<file path="src/rtl/seq_sub32.sv">
// Sequential slice-by-slice subtractor: diff = a - b - bin, one SLICE_W slice per RUN cycle.
// Optional early finish when the remaining slices of a and b match: define SEQ_SUB32_BORROW_SKIP_EN.
module seq_sub32 #(
  parameter int W       = 32,
  parameter int SLICE_W = 8
) (
  input  logic         clk,
  input  logic         rst_n,
  input  logic         start,
  input  logic [W-1:0] a,
  input  logic [W-1:0] b,
  input  logic         bin,
  output logic         busy,
  output logic         done,
  output logic [W-1:0] diff,
  output logic         bout,
  output logic         overflow
);

  localparam int NSLICE = W / SLICE_W;
  localparam int KW     = (NSLICE > 1) ? $clog2(NSLICE) : 1;

  localparam logic [1:0] IDLE = 2'd0;
  localparam logic [1:0] RUN  = 2'd1;
  localparam logic [1:0] DONE = 2'd2;

  localparam logic [KW-1:0] K_LAST = KW'(NSLICE - 1);

  logic [1:0]    state_q, state_d;
  logic [KW-1:0] k_q, k_d;
  logic [W-1:0]  a_q, a_d;
  logic [W-1:0]  b_q, b_d;
  logic          borrow_q, borrow_d;
  logic [W-1:0]  diff_q, diff_d;
  logic          bout_q, bout_d;
  logic          ovf_q, ovf_d;

  logic [SLICE_W-1:0] a_slice;
  logic [SLICE_W-1:0] b_slice;
  logic [SLICE_W:0]   slice_sub;
  logic [W-1:0]       hi_mask;
  logic [W-1:0]       diff_run;
  logic               skip_hit;

  // Zero-extended subtraction: the extra MSB is set exactly when the slice goes negative.
  always_comb begin
    a_slice   = a_q[k_q*SLICE_W +: SLICE_W];
    b_slice   = b_q[k_q*SLICE_W +: SLICE_W];
    slice_sub = {1'b0, a_slice} - {1'b0, b_slice} - {{SLICE_W{1'b0}}, borrow_q};
    hi_mask   = {W{1'b1}} << (k_q * SLICE_W);
    diff_run  = diff_q;
    diff_run[k_q*SLICE_W +: SLICE_W] = slice_sub[SLICE_W-1:0];
`ifdef SEQ_SUB32_BORROW_SKIP_EN
    skip_hit  = (((a_q ^ b_q) & hi_mask) == '0);
`else
    skip_hit  = 1'b0;
`endif
  end

  always_comb begin
    state_d  = state_q;
    k_d      = k_q;
    a_d      = a_q;
    b_d      = b_q;
    borrow_d = borrow_q;
    diff_d   = diff_q;
    bout_d   = bout_q;
    ovf_d    = ovf_q;

    case (state_q)
      IDLE, DONE: begin
        if (start) begin
          a_d      = a;
          b_d      = b;
          borrow_d = bin;
          k_d      = '0;
          state_d  = RUN;
        end else begin
          state_d  = IDLE;
        end
      end
      RUN: begin
        // Equal remaining slices just pass the borrow through, giving all-ones or all-zeros.
        if (skip_hit) begin
          diff_d  = (diff_q & ~hi_mask) | (hi_mask & {W{borrow_q}});
          bout_d  = borrow_q;
          state_d = DONE;
        end else begin
          diff_d   = diff_run;
          borrow_d = slice_sub[SLICE_W];
          k_d      = k_q + 1'b1;
          if (k_q == K_LAST) begin
            bout_d  = slice_sub[SLICE_W];
            state_d = DONE;
          end
        end
      end
      default: state_d = IDLE;
    endcase

    if (state_q == RUN && state_d == DONE) begin
      ovf_d = (a_q[W-1] ^ b_q[W-1]) & (a_q[W-1] ^ diff_d[W-1]);
    end
  end

  always_ff @(posedge clk) begin
    if (!rst_n) begin
      state_q  <= IDLE;
      k_q      <= '0;
      a_q      <= '0;
      b_q      <= '0;
      borrow_q <= 1'b0;
      diff_q   <= '0;
      bout_q   <= 1'b0;
      ovf_q    <= 1'b0;
    end else begin
      state_q  <= state_d;
      k_q      <= k_d;
      a_q      <= a_d;
      b_q      <= b_d;
      borrow_q <= borrow_d;
      diff_q   <= diff_d;
      bout_q   <= bout_d;
      ovf_q    <= ovf_d;
    end
  end

  assign busy     = (state_q == RUN);
  assign done     = (state_q == DONE);
  assign diff     = diff_q;
  assign bout     = bout_q;
  assign overflow = ovf_q;

endmodule
</file>
<file path="config.mk">
export PLATFORM = sky130hd
export DESIGN_NAME = seq_sub32
export DESIGN_NICKNAME = d
export VERILOG_FILES = /design/src/rtl/seq_sub32.sv
export SDC_FILE = /design/constraint.sdc
export NUM_CORES = 1
export LEC_CHECK = 0
export ABC_AREA = 1
export CORE_MARGIN = 2
export CORE_UTILIZATION = 55
export CTS_CLUSTER_DIAMETER = 200
export DETAILED_ROUTE_END_ITERATION = 12
export HOLD_SLACK_MARGIN = 0.03
export PLACE_DENSITY = 0.86
export RECOVER_POWER = 50
export SLEW_MARGIN = 20
export SYNTH_ARGS = -nofsm -noshare
export SYNTH_HDL_FRONTEND = slang
export SYNTH_SLANG_ARGS = --single-unit
</file>
<file path="constraint.sdc">
create_clock -name clk -period 6 [get_ports clk]
set_input_delay 0.6 -clock clk [delete_from_list [all_inputs] [get_ports clk]]
set_output_delay 0.6 -clock clk [all_outputs]
set_load 0.005 [all_outputs]
</file>
==> impl_results.html <==
<table>
<tr><th>Metric</th><th>Value</th></tr>
<tr><th colspan="2">Final layout</th></tr>
<tr><td>Fillers</td><td>653</td></tr>
<tr><td>Area of the multi-input gates</td><td>2390 µm²</td></tr>
<tr><td>Fraction of final layout cells sized beyond drive strength 1</td><td>0.0683</td></tr>
<tr><td>Ant. Diodes</td><td>0</td></tr>
<tr><td>Sequential standard cell area</td><td>2060 µm²</td></tr>
<tr><td>Final nets</td><td>815</td></tr>
<tr><td>Area Overhead vs Synth</td><td>25.9%</td></tr>
<tr><th colspan="2">Clock tree</th></tr>
<tr><td>Worst-case clock buffer depth</td><td>2</td></tr>
<tr><td># H-tree levels</td><td>3</td></tr>
<tr><td>Clock-pin slew of the registers on the worst-case setup and hold paths</td><td>about 0.090 ns</td></tr>
<tr><td>Total clock sinks</td><td>103</td></tr>
<tr><td>Setup Fix Bufs, Post-CTS</td><td>0</td></tr>
<tr><td>CTS resizes</td><td>0</td></tr>
<tr><td>CTS tree</td><td>yes</td></tr>
<tr><td>TritonCTS buffer count</td><td>9</td></tr>
<tr><td>Clk_lat worst skew</td><td>0.37 ns</td></tr>
<tr><td>Cell at the root of the clock tree</td><td>clkbuf_8</td></tr>
<tr><td>Post-CTS Hold Buffers</td><td>0</td></tr>
<tr><th colspan="2">Synth</th></tr>
<tr><td>Synthesized-area fraction occupied by ao, oa, aoi and oai cells</td><td>0.182</td></tr>
<tr><td>Yosys warning total</td><td>0</td></tr>
<tr><td>Adder and majority gate portion of the synthesized area</td><td>0.0559</td></tr>
<tr><td>Syn Nets</td><td>about 730</td></tr>
<tr><td>Top cells by area, synth</td><td>dfxtp_1 43%, nor2_1 12%, o21ai_0 8.6%</td></tr>
<tr><td>Yosys cell types</td><td>37</td></tr>
<tr><td>Synthesis-stage register bit count</td><td>103</td></tr>
<tr><td>Post-Synth XOR/XNOR Area</td><td>0.00897</td></tr>
<tr><td>Primary flip-flop cell chosen by synthesis mapping</td><td>dfxtp_1</td></tr>
<tr><td>Post-synth design cell area</td><td>approximately 4700 µm²</td></tr>
<tr><td>Proportion of synthesized chip area in sequential cells</td><td>0.435</td></tr>
<tr><td>Post-synth EDFFs</td><td>0</td></tr>
<tr><td>Area fraction of the dominant cell type after synthesis</td><td>0.435</td></tr>
<tr><td>Fraction of registers with async set or reset after synthesis</td><td>0</td></tr>
<tr><td>Largest family of logic cells by synthesized area</td><td>simple AND/OR/NAND/NOR gates</td></tr>
<tr><td>Mux share of post-synthesis cell area</td><td>0</td></tr>
<tr><td>Mean instance size in the synthesized netlist</td><td>about 7.4 µm²</td></tr>
<tr><td>Syn Inst Count</td><td>645</td></tr>
<tr><td>Post-synth top area cell</td><td>dfxtp_1</td></tr>
<tr><td>Post-synthesis share of cell area spent on and, or, nand and nor gates</td><td>0.257</td></tr>
<tr><th colspan="2">Die</th></tr>
<tr><td>Number of top-level design ports</td><td>104</td></tr>
<tr><td>Die area</td><td>9390 µm²</td></tr>
<tr><td>Row count</td><td>33</td></tr>
<tr><td>Effective utilization at floorplan</td><td>0.572</td></tr>
<tr><td>Die Width</td><td>between 90 and 100 µm</td></tr>
<tr><td>Standard cell core area</td><td>8300 µm²</td></tr>
<tr><td>Die extent in y</td><td>96.9 µm</td></tr>
<tr><th colspan="2">Place</th></tr>
<tr><td>Quantity of I/O buffers inserted on ports</td><td>roughly 100</td></tr>
<tr><td>Weighted congestion at the end of routability-driven global placement</td><td>0.885</td></tr>
<tr><td>Post-DP HPWL</td><td>approximately 8400 µm</td></tr>
<tr><th colspan="2">STA</th></tr>
<tr><td>Final worst path period share</td><td>0.654</td></tr>
<tr><td>Worst Hold Slack</td><td>about 0.47 ns</td></tr>
<tr><td>Finish-stage setup viols</td><td>0</td></tr>
<tr><td>Final Hold Fails</td><td>0</td></tr>
<tr><td>Fmax</td><td>255 MHz</td></tr>
<tr><td>Setup TNS</td><td>0 ns</td></tr>
<tr><td>Setup repair after global routing missed its margin</td><td>no</td></tr>
<tr><td>Slew Limit Fails</td><td>70</td></tr>
<tr><td>Slew margin rel.</td><td>-0.438</td></tr>
<tr><td>Min cycle time layout</td><td>3.92 ns</td></tr>
<tr><td>Transition time of the tightest slew-check pin</td><td>approximately 2.2 ns</td></tr>
<tr><td>Clock skew after layout</td><td>0.00865 ns</td></tr>
<tr><th colspan="2">Global routing</th></tr>
<tr><td>Via count of the first global-routing pass</td><td>around 4400</td></tr>
<tr><td>First-pass GRT wire length</td><td>19500 µm</td></tr>
<tr><td>Pin count of the biggest net entering global routing</td><td>70</td></tr>
<tr><td>Antenna violations before repair</td><td>0</td></tr>
<tr><td>Gr ovfl total</td><td>0</td></tr>
<tr><td>Global router's overall resource usage</td><td>0.247</td></tr>
<tr><th colspan="2">Run status</th></tr>
<tr><td>Result of the run</td><td>finished, violations left</td></tr>
<tr><td>Failing checks</td><td>capacitance limit, slew limit</td></tr>
<tr><th colspan="2">Worst setup path</th></tr>
<tr><td>Launching element of the worst setup path</td><td>start</td></tr>
<tr><td>WP data arrival</td><td>4.18 ns</td></tr>
<tr><td>Endpoint kind of the worst setup timing path</td><td>flop</td></tr>
<tr><td>Type of the worst setup path</td><td>in2reg</td></tr>
<tr><td>Critical Path Source Type</td><td>input port</td></tr>
<tr><td>Worst endpoint required time</td><td>6.25 ns</td></tr>
<tr><td>Slowest library cell on the worst path</td><td>clkbuf_1</td></tr>
<tr><td>Critical path buffer and inverter count</td><td>3</td></tr>
<tr><td>Crit-path leading delay family</td><td>buffers and inverters</td></tr>
<tr><td>R2r startpoint</td><td>k_q[1]</td></tr>
<tr><td>Most Frequent Cell on Critical Path</td><td>nor2_1</td></tr>
<tr><td>Worst-path cell chain</td><td>dlygate4sd3_1 &gt; nand2_1 &gt; clkbuf_1 &gt; inv_2 &gt; nor2_1 &gt; nor2_1</td></tr>
<tr><td>Max incr delay on CP</td><td>1.52 ns</td></tr>
<tr><td>Maximum fanout along the worst path</td><td>69</td></tr>
<tr><th colspan="2">Drt</th></tr>
<tr><td>Via-per-instance ratio</td><td>5.36</td></tr>
<tr><td>Remaining DRCs</td><td>0</td></tr>
<tr><td>Initial detailed-routing violation count</td><td>211</td></tr>
<tr><td>Detailed Routing Iterations Pass 1</td><td>5</td></tr>
<tr><td>Total wire length after detailed routing</td><td>11500 µm</td></tr>
<tr><td>Remaining number of nets flagged by the antenna check after routing</td><td>0</td></tr>
<tr><td>Detail-routed net length per standard cell</td><td>13.7 µm</td></tr>
<tr><td>Total number of vias</td><td>4488</td></tr>
<tr><th colspan="2">Worst hold path</th></tr>
<tr><td>Hold Path Class</td><td>reg2reg</td></tr>
<tr><th colspan="2">Power</th></tr>
<tr><td>Leakage power</td><td>2.49 nW</td></tr>
<tr><td>Power Density</td><td>approximately 280 nW/µm²</td></tr>
<tr><td>Max rail drop VDD</td><td>0.000122 V</td></tr>
<tr><th colspan="2">Job</th></tr>
<tr><td>Max-capacitance violation count</td><td>1</td></tr>
</table>
power by group:
part	internal [W]	leakage, nW	switching, W
combinational	0.000196	1.56	0.000284
clock	0.000193	0.0895	0.000229
sequential	0.000729	0.846	0.0000259
total	0.00112	2.49	0.000540
worst min-delay path: cells and delay by family, from the launching register on:
family	cells	cell delay, ns
simple gates	1	0.06
compound gates	1	0.05
flops	1	0.32
per-stage QoR:
step | area (µm²) | cells | worst slack (ns) | total power (W) | util
finish | 5970 | 837 | 2.08 | 0.00166 | 0.720
global route | 5970 | 837 | 1.50 | 0.00175 | 0.720
CTS | 5980 | 837 | 2.45 | 0.00166 | 0.720
detailed placement | 5790 | 821 | 2.49 | 0.00125 | 0.697
global placement | 5790 | 821 | 2.56 | 0.00123 | 0.697
floorplan | 4740 | 645 | 3.12 | 0.00110 | -
placed cells by master (no fill, tap or decap), types with 4 or more instances in the layout:
master | Yosys | routed
nor2_1 | 154 | 154
dfxtp_1 | 103 | 103
nand2_1 | 98 | 98
o21ai_0 | 82 | 82
clkdlybuf4s50_1 | 0 | 67
a21oi_1 | 42 | 42
dlygate4sd3_1 | 0 | 36
inv_1 | 34 | 34
ha_1 | 18 | 18
nand3_1 | 10 | 10
clkbuf_8 | 0 | 9
nand2_2 | 8 | 8
o22ai_1 | 7 | 7
a32o_1 | 6 | 6
nor2_2 | 6 | 6
a21oi_2 | 5 | 5
or2_2 | 4 | 4
nor3_1 | 4 | 4
cells in the mapped netlist, drive strengths merged, types with 2 or more instances:
cell	number
a32oi	2
nand3	13
inv	36
a22oi	3
o22ai	7
o21ai	82
nor3	4
xor2	4
a32o	6
nand3b	2
a21o	2
nor2	161
clkbuf	28
or2	4
fa	2
buf	8
dfxtp	103
nand2	106
a21oi	47
ha	18
layer usage:
metal | wire, µm | part of all wire | GRT usage | vias up
met3 | 651 | 0.057 | 0.0455 | 28
li1 | - | - | - | 2265
met1 | 5090 | 0.44 | 0.302 | 2022
met2 | 5420 | 0.47 | 0.428 | 173
met5 | 0 | 0 | 0 | -
met4 | 318 | 0.028 | 0.0986 | 0
worst paths after layout:
kind,depth (start not counted),endpoint,slack [ns]
worst max-delay path,6,a_q[26],2.08
worst min-delay path,2,flop,0.47
worst max register to register,17,overflow,2.40
worst min register to register,2,flop,0.47
cells by family after synthesis:
family / after synthesis
simple gates: 292
compound gates: 153
flops: 103
buf+inv: 73
fa+ha+maj: 20
xor+xnor: 4
final cells by class:
class / instances / share of cell area
clock inverter: 5 / 0.00985
sequential: 103 / 0.345
timing repair buffer: 107 / 0.177
inverter: 37 / 0.0233
clock buffer: 11 / 0.0220
multi-input combinational: 469 / 0.401
tap: 105 / 0.0220
(Power assumes the default switching activity.)
